--- config.mk ---
export PLATFORM = sky130hd
export DESIGN_NAME = regs
export DESIGN_NICKNAME = d
export VERILOG_FILES = /design/src/rtl/regs_pkg.sv /design/src/rtl/regs_sb.sv /design/src/rtl/regs.sv
export SDC_FILE = /design/constraint.sdc
export NUM_CORES = 2
export LEC_CHECK = 0
export CORE_MARGIN = 1
export CORE_UTILIZATION = 50
export CTS_BUF_LIST = sky130_fd_sc_hd__clkbuf_16
export DETAILED_ROUTE_END_ITERATION = 10
export HOLD_SLACK_MARGIN = 0.1
export PLACE_DENSITY = 0.66
export SLEW_MARGIN = 30
export SYNTH_ARGS = -nofsm -noshare
export SYNTH_HDL_FRONTEND = slang
export SYNTH_HIERARCHICAL = 1
export SYNTH_SLANG_ARGS = --single-unit
--- constraint.sdc ---
create_clock -name clk -period 9.95 [get_ports clk]
set_input_delay 2.985 -clock clk [delete_from_list [all_inputs] [get_ports clk]]
set_output_delay 2.985 -clock clk [all_outputs]
set_load 0.01 [all_outputs]
--- src/rtl/regs_pkg.sv ---
// Shared definitions for the integer register file and its pending-write
// scoreboard.
//   XLEN      data width of one architectural register
//   REG_NUM   number of architectural registers (x0 is hardwired zero)
//   REG_AW    register address width
//   REG_ZERO  address of x0
//   SB_MAX    most in-flight writers tracked per register (EX, MEM, WB)
//   sb_cnt_t  per-register pending-write counter, sized to hold 0..SB_MAX
package regs_pkg;

   localparam int XLEN    = 32;
   localparam int REG_NUM = 32;
   localparam int REG_AW  = 5;
   localparam int SB_MAX  = 3;
   localparam int SB_CW   = $clog2(SB_MAX + 1);

   localparam logic [REG_AW-1:0] REG_ZERO = 5'd0;

   typedef logic [SB_CW-1:0] sb_cnt_t;

   localparam sb_cnt_t SB_CNT_MAX  = sb_cnt_t'(SB_MAX);
   localparam sb_cnt_t SB_CNT_ZERO = sb_cnt_t'(0);
   localparam sb_cnt_t SB_CNT_ONE  = sb_cnt_t'(1);

endpackage

--- src/rtl/regs_sb.sv ---
// Pending-write scoreboard: one saturating counter per architectural
// register, counting writes that have issued but not yet been written back.
// Ports:
//   clk, rst                 clock and synchronous active-high reset
//   i_set, i_set_addr        an instruction writing i_set_addr issued
//   i_clr, i_clr_addr        writeback committed i_clr_addr
//   i_rd1_addr, i_rd2_addr   decode source addresses to report on
//   o_rd1_cnt_zero/one       counter of rs1 is 0 / is exactly 1
//   o_rd2_cnt_zero/one       counter of rs2 is 0 / is exactly 1
//   o_err                    sticky overflow/underflow flag, cleared by rst
module regs_sb
   import regs_pkg::*;
(
   input  logic              clk,
   input  logic              rst,
   input  logic              i_set,
   input  logic [REG_AW-1:0] i_set_addr,
   input  logic              i_clr,
   input  logic [REG_AW-1:0] i_clr_addr,
   input  logic [REG_AW-1:0] i_rd1_addr,
   input  logic [REG_AW-1:0] i_rd2_addr,
   output logic              o_rd1_cnt_zero,
   output logic              o_rd1_cnt_one,
   output logic              o_rd2_cnt_zero,
   output logic              o_rd2_cnt_one,
   output logic              o_err
);

   sb_cnt_t r_cnt     [REG_NUM];
   sb_cnt_t w_cnt_nxt [REG_NUM];
   logic    r_err;

   logic w_set_v;
   logic w_clr_v;
   logic w_same;
   logic w_ovf;
   logic w_udf;

   // x0 is never tracked, even if a caller presents it.
   assign w_set_v = i_set && (i_set_addr != REG_ZERO);
   assign w_clr_v = i_clr && (i_clr_addr != REG_ZERO);

   // A set and clear on the same register cancel, so neither can saturate.
   assign w_same = w_set_v && w_clr_v && (i_set_addr == i_clr_addr);
   assign w_ovf  = w_set_v && !w_same && (r_cnt[i_set_addr] == SB_CNT_MAX);
   assign w_udf  = w_clr_v && !w_same && (r_cnt[i_clr_addr] == SB_CNT_ZERO);

   always_comb begin
      for (int i = 0; i < REG_NUM; i++) begin
         w_cnt_nxt[i] = r_cnt[i];
      end
      w_cnt_nxt[0] = SB_CNT_ZERO;
      for (int i = 1; i < REG_NUM; i++) begin
         if (w_set_v && !w_same && (i_set_addr == REG_AW'(i)) &&
             (r_cnt[i] != SB_CNT_MAX)) begin
            w_cnt_nxt[i] = r_cnt[i] + SB_CNT_ONE;
         end
         if (w_clr_v && !w_same && (i_clr_addr == REG_AW'(i)) &&
             (r_cnt[i] != SB_CNT_ZERO)) begin
            w_cnt_nxt[i] = r_cnt[i] - SB_CNT_ONE;
         end
      end
   end

   always_ff @(posedge clk) begin
      if (rst) begin
         for (int i = 0; i < REG_NUM; i++) begin
            r_cnt[i] <= SB_CNT_ZERO;
         end
         r_err <= 1'b0;
      end else begin
         for (int i = 0; i < REG_NUM; i++) begin
            r_cnt[i] <= w_cnt_nxt[i];
         end
         r_err <= r_err | w_ovf | w_udf;
      end
   end

   assign o_rd1_cnt_zero = (r_cnt[i_rd1_addr] == SB_CNT_ZERO);
   assign o_rd1_cnt_one  = (r_cnt[i_rd1_addr] == SB_CNT_ONE);
   assign o_rd2_cnt_zero = (r_cnt[i_rd2_addr] == SB_CNT_ZERO);
   assign o_rd2_cnt_one  = (r_cnt[i_rd2_addr] == SB_CNT_ONE);
   assign o_err          = r_err;

endmodule

--- src/rtl/regs.sv ---
// Architectural integer register file (32 x 32-bit, x0 hardwired zero) with
// two combinational read ports, one write port with same-cycle write bypass,
// and a pending-write scoreboard that stalls decode on unresolved RAW hazards.
// Ports:
//   clk, rst                       clock, synchronous active-high reset
//   id_reg1_raddr_i/id_rs1_used_i  rs1 address and use flag from decode
//   id_reg2_raddr_i/id_rs2_used_i  rs2 address and use flag from decode
//   regs_reg1_rdata_o/reg2         read data (bypassed from writeback)
//   id_issue_i, id_reg_we_i,
//   id_reg_waddr_i                 decode issue and its destination
//   wb_reg_we_i/waddr_i/wdata_i    writeback commit
//   regs_stall_o                   decode must hold its instruction
//   regs_sb_err_o                  sticky scoreboard overflow/underflow
//
// Issue contract: decode offers an instruction with id_issue_i; it is taken
// only in a cycle where regs_stall_o is low. An issue presented while
// regs_stall_o is high is ignored and decode must present it again.
module regs
   import regs_pkg::*;
(
   input  logic              clk,
   input  logic              rst,
   input  logic [REG_AW-1:0] id_reg1_raddr_i,
   input  logic [REG_AW-1:0] id_reg2_raddr_i,
   input  logic              id_rs1_used_i,
   input  logic              id_rs2_used_i,
   output logic [XLEN-1:0]   regs_reg1_rdata_o,
   output logic [XLEN-1:0]   regs_reg2_rdata_o,
   input  logic              id_issue_i,
   input  logic              id_reg_we_i,
   input  logic [REG_AW-1:0] id_reg_waddr_i,
   input  logic              wb_reg_we_i,
   input  logic [REG_AW-1:0] wb_reg_waddr_i,
   input  logic [XLEN-1:0]   wb_reg_wdata_i,
   output logic              regs_stall_o,
   output logic              regs_sb_err_o
);

   logic [XLEN-1:0] r_rf [REG_NUM];

   logic w_wb_v;
   logic w_set;
   logic w_stall;
   logic w_hz1;
   logic w_hz2;
   logic w_rd1_zero;
   logic w_rd1_one;
   logic w_rd2_zero;
   logic w_rd2_one;

   assign w_wb_v = wb_reg_we_i && (wb_reg_waddr_i != REG_ZERO);

   always_ff @(posedge clk) begin
      if (rst) begin
         for (int i = 0; i < REG_NUM; i++) begin
            r_rf[i] <= '0;
         end
      end else if (w_wb_v) begin
         r_rf[wb_reg_waddr_i] <= wb_reg_wdata_i;
      end
   end

   // Reads: x0 is zero, then writeback bypass, then the array.
   always_comb begin
      regs_reg1_rdata_o = r_rf[id_reg1_raddr_i];
      if (id_reg1_raddr_i == REG_ZERO) begin
         regs_reg1_rdata_o = '0;
      end else if (w_wb_v && (wb_reg_waddr_i == id_reg1_raddr_i)) begin
         regs_reg1_rdata_o = wb_reg_wdata_i;
      end
      regs_reg2_rdata_o = r_rf[id_reg2_raddr_i];
      if (id_reg2_raddr_i == REG_ZERO) begin
         regs_reg2_rdata_o = '0;
      end else if (w_wb_v && (wb_reg_waddr_i == id_reg2_raddr_i)) begin
         regs_reg2_rdata_o = wb_reg_wdata_i;
      end
   end

   // A source is ready if nothing is pending, or if the only pending writer
   // is the one being written back (and bypassed) this very cycle.
   assign w_hz1 = id_rs1_used_i && (id_reg1_raddr_i != REG_ZERO) && !w_rd1_zero &&
                  !(w_wb_v && (wb_reg_waddr_i == id_reg1_raddr_i) && w_rd1_one);
   assign w_hz2 = id_rs2_used_i && (id_reg2_raddr_i != REG_ZERO) && !w_rd2_zero &&
                  !(w_wb_v && (wb_reg_waddr_i == id_reg2_raddr_i) && w_rd2_one);

   assign w_stall      = !rst && (w_hz1 || w_hz2);
   assign regs_stall_o = w_stall;

   assign w_set = id_issue_i && !w_stall && id_reg_we_i && (id_reg_waddr_i != REG_ZERO);

   regs_sb u_sb (
      .clk            (clk),
      .rst            (rst),
      .i_set          (w_set),
      .i_set_addr     (id_reg_waddr_i),
      .i_clr          (w_wb_v),
      .i_clr_addr     (wb_reg_waddr_i),
      .i_rd1_addr     (id_reg1_raddr_i),
      .i_rd2_addr     (id_reg2_raddr_i),
      .o_rd1_cnt_zero (w_rd1_zero),
      .o_rd1_cnt_one  (w_rd1_one),
      .o_rd2_cnt_zero (w_rd2_zero),
      .o_rd2_cnt_one  (w_rd2_one),
      .o_err          (regs_sb_err_o)
   );

endmodule
* Word-level counts from Yosys, hierarchy flattened
Memories as Yosys holds them, arrays and structs flattened.
Cells that the tools add are included.
** Storage, ports and cells
- Memories :: 2
- Output and inout port bits :: 66
- Register bits :: 1
- Memory bits (writable) :: 1088
** Cells by class
- Mux-type cells :: 107
- Bitwise gates (word level) :: 34
- Reductions and logical operators :: 196
- Add/subtract/negate cells :: 62
- Equal/unequal tests :: 99
** Memory list
- r_rf :: depth 32, width 32, read ports 2, clocked after Yosys merged registers in 0, wr ports 32, RTL line regs.sv:39 : logic [XLEN-1:0] r_rf [REG_NUM];
- u_sb.r_cnt :: depth 32, width 2, read ports 35, clocked after Yosys merged registers in 0, wr ports 32, RTL line regs_sb.sv:29 : sb_cnt_t r_cnt [REG_NUM];
** Operators with widths (count)
- $mux 2 :: 94
- $eq 5x5->1 const B :: 32
- $mux 32 :: 5
- $logic_and 1x1->1 :: 147
- $eq 5x4->1 const B :: 16
- $add 2x1->2 const B :: 31
- $ne 2x2->1 const B :: 31
- $reduce_bool 2->1 :: 31
- $sub 2x1->2 const B :: 31
- $eq 5x3->1 const B :: 8
- $or 1x1->1 :: 34
- $reduce_or 32->1 :: 1
- $eq 5x2->1 const B :: 4
- $reduce_bool 5->1 :: 4
- $eq 5x5->1 :: 3
- $eq 5x1->1 const B :: 2
- $logic_not 5->1 :: 2
- $logic_not 1->1 :: 7
- $mux 1 :: 7
- $logic_not 2->1 :: 3
- $mux 5 :: 1
- $eq 2x1->1 const B :: 2
- $eq 2x2->1 const B :: 1
- $logic_or 1x1->1 :: 1

* Logic depth before layout (Yosys ltp)
- Depth in word-level cells :: 22
- Gate-level depth with buffers :: 17
- Depth with buffers taken out :: 13

* By module
The synthesis kept the hierarchy.
** Modules (own cells, without submodules)
- regs :: instances 1, area each 55305.5 um^2, cells an instance 3886
- regs_sb :: instances 1, area each 5373.9 um^2, cells an instance 611

* Worst setup path after synthesis
No wires, ideal clock.
- Kind :: input-to-output
- Start :: input id_reg1_raddr_i[1]
- End :: output regs_stall_o
- Data arrival time :: 5180 ps
- Stages :: 9
- Setup slack :: 1785 ps
- Buffers on the path :: 2
- Path through :: clkbuf_1 buf_1 mux4_2 mux4_2 mux2i_1 and2_1 or4b_2 a21oi_1 a21o_1
** Between the ends
- Cells in the longest elaborated chain, start to end :: 7
- Elaborated cells between the ends (all ways) :: 14
** RTL lines
- start, declared :: RTL line regs.sv:23 : input logic [REG_AW-1:0] id_reg1_raddr_i,
- $mem_v2 32x2
- $logic_not 2->1 :: RTL line regs_sb.sv:79 : assign o_rd1_cnt_zero = (r_cnt[i_rd1_addr] == SB_CNT_ZERO);
- net w_rd1_zero :: RTL line regs.sv:46 : logic w_rd1_zero;
- $logic_not 1->1 :: RTL line regs.sv:81 : assign w_hz1 = id_rs1_used_i && (id_reg1_raddr_i != REG_ZERO) && !w_rd1_zero &&
- $logic_and 1x1->1 (2 in series) :: RTL line regs.sv:81
- $logic_or 1x1->1 :: RTL line regs.sv:86 : assign w_stall = !rst && (w_hz1 || w_hz2);
- $logic_and 1x1->1 :: RTL line regs.sv:86
- end, declared :: RTL line regs.sv:35 : output logic regs_stall_o,
The timed path passes the listed nets, and every way through them passes these cells.

* Final worst setup path
- Start :: input wb_reg_waddr_i[3]
- End :: output regs_reg1_rdata_o[25]
** Between the ends
- Cells in the longest elaborated chain, start to end :: 5
- Elaborated cells between the ends (all ways) :: 6
** RTL lines
- start, declared :: RTL line regs.sv:33 : input logic [REG_AW-1:0] wb_reg_waddr_i,
- $reduce_bool 5->1 :: RTL line regs.sv:51 : assign w_wb_v = wb_reg_we_i && (wb_reg_waddr_i != REG_ZERO);
- $logic_and 1x1->1 :: RTL line regs.sv:51
- $logic_and 1x1->1 * :: RTL line regs.sv:68 : end else if (w_wb_v && (wb_reg_waddr_i == id_reg1_raddr_i)) begin
- $mux 32 * :: RTL line regs.sv:68
- $mux 32 * :: RTL line regs.sv:66 : if (id_reg1_raddr_i == REG_ZERO) begin
- end, declared :: RTL line regs.sv:27 : output logic [XLEN-1:0] regs_reg1_rdata_o,
Every way passes the cells marked *; elsewhere a longest branch is shown, timed or not.

==> results.toml <==
[setup_path]
cp-endpoint = "regs_reg1_rdata_o[25]"
r2r_cells = 12
rr_startpoint = "u_sb/r_cnt[6][0]"
max_stage_delay_ps = 780
worst_path_max_delay_cell = "nor2_4"
path_delay_family = "buffers and inverters"
r2r_setup_slack_ps = 5500
path_depth = 8
cp_num_buf_inv = 3
cp_max_fo = 19
cp-end-kind = "primary output"
crit_top_cell = "clkdlybuf4s50_1"
startpoint_type = "primary input"
crit_start = "wb_reg_waddr_i[3]"
crit_required_ps = 6970
crit_chain = "clkdlybuf4s50_1 > or3_4 > o31ai_4 > nor4_4 > nor2_4 > buf_4 > a32o_1 > clkdlybuf4s50_1"
timing.rr.end = "u_sb/r_cnt[28][0]"
crit_type = "in2out"
arrival_ps = 6690

[final_layout]
syn_to_final_growth_pct = 11.8
fillerInstances = 9665
multi_input_area_um2 = 27100
most-common-layout-cells = "1024 x edfxtp_1, 1000 x and2_1, 424 x mux4_2, 217 x mux2i_1, 177 x buf_4"
fin_nets = 4559
finalNonFillerCells = 6226
seq_area_um2 = 32000
layout.cells.most_common = "edfxtp_1"
drive_gt1_share_pct = 22.6
fin_util_pct = 56.5

[sta]
max_slew.worst_pin.slew_ps = 1140
rsz0062_at_grt = "false"
fmax_mhz = 103
fin_skew_ps = 23.7
period_share_pct = 97.2
finalHoldViolations = 0
setup_violations = 0
final.setup.worst_slack_ps = 278
layout_min_cycle_time_ps = 9670
maxSlewHeadroom_pct = 23.3
final_max_slew_viol_count = 0
fin_setup_tns_ps = 0

[placed_design]
place.detailed.hpwl_um = 134000
portBuffers = 124
pre_cts_ws_ps = 426
dp.cells = 5993
place_congestion = 0.915

[yosys]
ys_seq_area_share_pct = 52.8
syn_avg_cell_area_um2 = 13.5
synth_cells = 4497
ys_warn_count = 6
synth_edf_count = 1024
synth_largest_area_cell = "edfxtp_1"
synth_ff_type = "edfxtp_1"
synth.distinct_cells = 78
synthTopCellsByArea = "edfxtp_1 51%, mux4_2 16%, and2_1 10%, mux2i_1 3.6%, mux2_2 2.4%"
synth_seq_cells = 1087
synth.cell_area_um2 = 60700
async_flop_share_pct = 0
netlist.area_leader.share_pct = 50.7

[power]
p_int_mw = 8.39
power_frac_clock_pct = 39.1
power_frac_comb_pct = 13.5
ir_worst_vdd_uv = 148
p_sw_share_pct = 25.9
finalPower_mw = 11.3
p_seq_share_pct = 47.4
p_switching_mw = 2.93
p_per_area_nw_per_um2 = 167
leakage_nw = 23.3

[global_routing]
grt_first_pass_wirelength_um = 320000
grt_pass1_vias = 42600
antenna_found_initial = 23
gr-total-overflow = 0
grtUsageTotal_pct = 37.6
grt_max_degree = 83

[clock_tree]
cts_hold_buf = 0
clockBufferDepth = 3
cts.sinks = 1087
clkLatencyLatePin_ps = 750
clk_pin_slew_ps = 70
cts_resized = 0
cts_buffers = 117
root_buffer = "clkbuf_16"
htreeDepth = 3
post_cts_buffers = 0
cts_tree = "built"

[route]
wirelength_um = 231000
viasPerCell = 7.05
drtAntennaViolNets = 0
route.detailed.drc = 0
drt_iter0_markers = 7501
vias = 43900
wl_per_cell_um = 37.1
firstDrtPassIters = 6

[status]
status = "finished clean"

[die]
rows = 127
num_io_pins = 125
fp.dieArea_um2 = 123000
initial_core_util_pct = 50.5
coreArea_um2 = 120000
die_y_um = 350
die_w_um = 350

[flow_run]
cap_violations = 0

[min_path]
hp-class = "reg2reg"
-- state kept, by name, summed over array words and instances (netlist names) --
| name | count |
|---|---|
| r_rf | 1024 |
| u_sb/r_cnt | 62 |
| u_sb/o_err | 1 |
-- power by group through the flow --
stage	logic (mW)	clock network [mW]	registers [mW]
after CTS	1.49	4.42	5.36
final	1.52	4.42	5.37
after floorplan	0.877	0	5.40
after global placement	1.48	0	5.44
after global routing	1.56	4.60	5.38
after detailed placement	1.48	0	5.45
-- per-stage QoR --
step	hold WS, ps	area (µm²)
after floorplan	475	60800
after global placement	510	64000
after detailed placement	516	64000
after CTS	532	67900
after global routing	556	67800
final	531	67900
-- cells by family (layout without fill, tap and decap cells) --
| logic type | count (synthesis) | after routing | synth area share, % |
|---|---|---|---|
| flip-flops | 1087 | 1087 | 52.8 |
| other | 1 | 45 | 0.00618 |
| XOR/XNOR | 16 | 16 | 0.231 |
| multiplexers | 769 | 769 | 21.7 |
| buffers and inverters | 480 | 553 | 3.34 |
| AND/OR/NAND/NOR | 1559 | 1559 | 15.0 |
| AO/OA/AOI/OAI | 585 | 585 | 6.99 |
-- worst min-delay path by stage --
stage,start,to,depth (start not counted)
2_1_floorplan,u_sb/r_cnt[3][0],u_sb/r_cnt[3][0],1
3_3_place_gp,u_sb/r_cnt[11][0],u_sb/r_cnt[11][0],1
5_1_grt,u_sb/r_cnt[10][0],u_sb/r_cnt[10][0],1
4_1_cts,u_sb/r_cnt[10][0],u_sb/r_cnt[10][0],1
6_report,u_sb/r_cnt[10][0],u_sb/r_cnt[10][0],1
3_5_place_dp,u_sb/r_cnt[10][0],u_sb/r_cnt[10][0],1
-- worst reg2reg max path, delay by kind of cell, from the launching register on --
kind               cells  cell delay (ps)
AOI/OAI and AO/OA      5             1930
muxes                  3             1210
and+or+nand+nor        4              780
DFF                    1              390
-- routing by layer --
layer	global-route usage, %	vias up	wire length [µm]
met1	49.1	22000	80300
met3	12.1	834	35200
met5	0	-	34
li1	-	17300	-
met4	21.2	6	15000
met2	55.3	3758	100000
-- Yosys cell counts, drive strengths merged (35+ instances only) --
cell / count
nand2: 148
mux2: 128
nor3: 74
mux4: 424
a211oi: 83
mux2i: 217
dfxtp: 63
or2: 38
and2: 1003
buf: 144
edfxtp: 1024
o21ai: 86
o22ai: 115
clkbuf: 319
nor2: 128
a221o: 35
a21oi: 68
-- area by class of cell --
type | instances | area share [%]
antenna | 13 | 0.0479
tap | 1612 | 2.97
inverter | 17 | 0.0940
sequential | 1087 | 47.2
clock inverter | 103 | 1.30
clock buffer | 117 | 4.31
multi-input combinational | 2961 | 39.9
timing repair buffer | 316 | 4.17
Power figures use the tool's default switching activity.
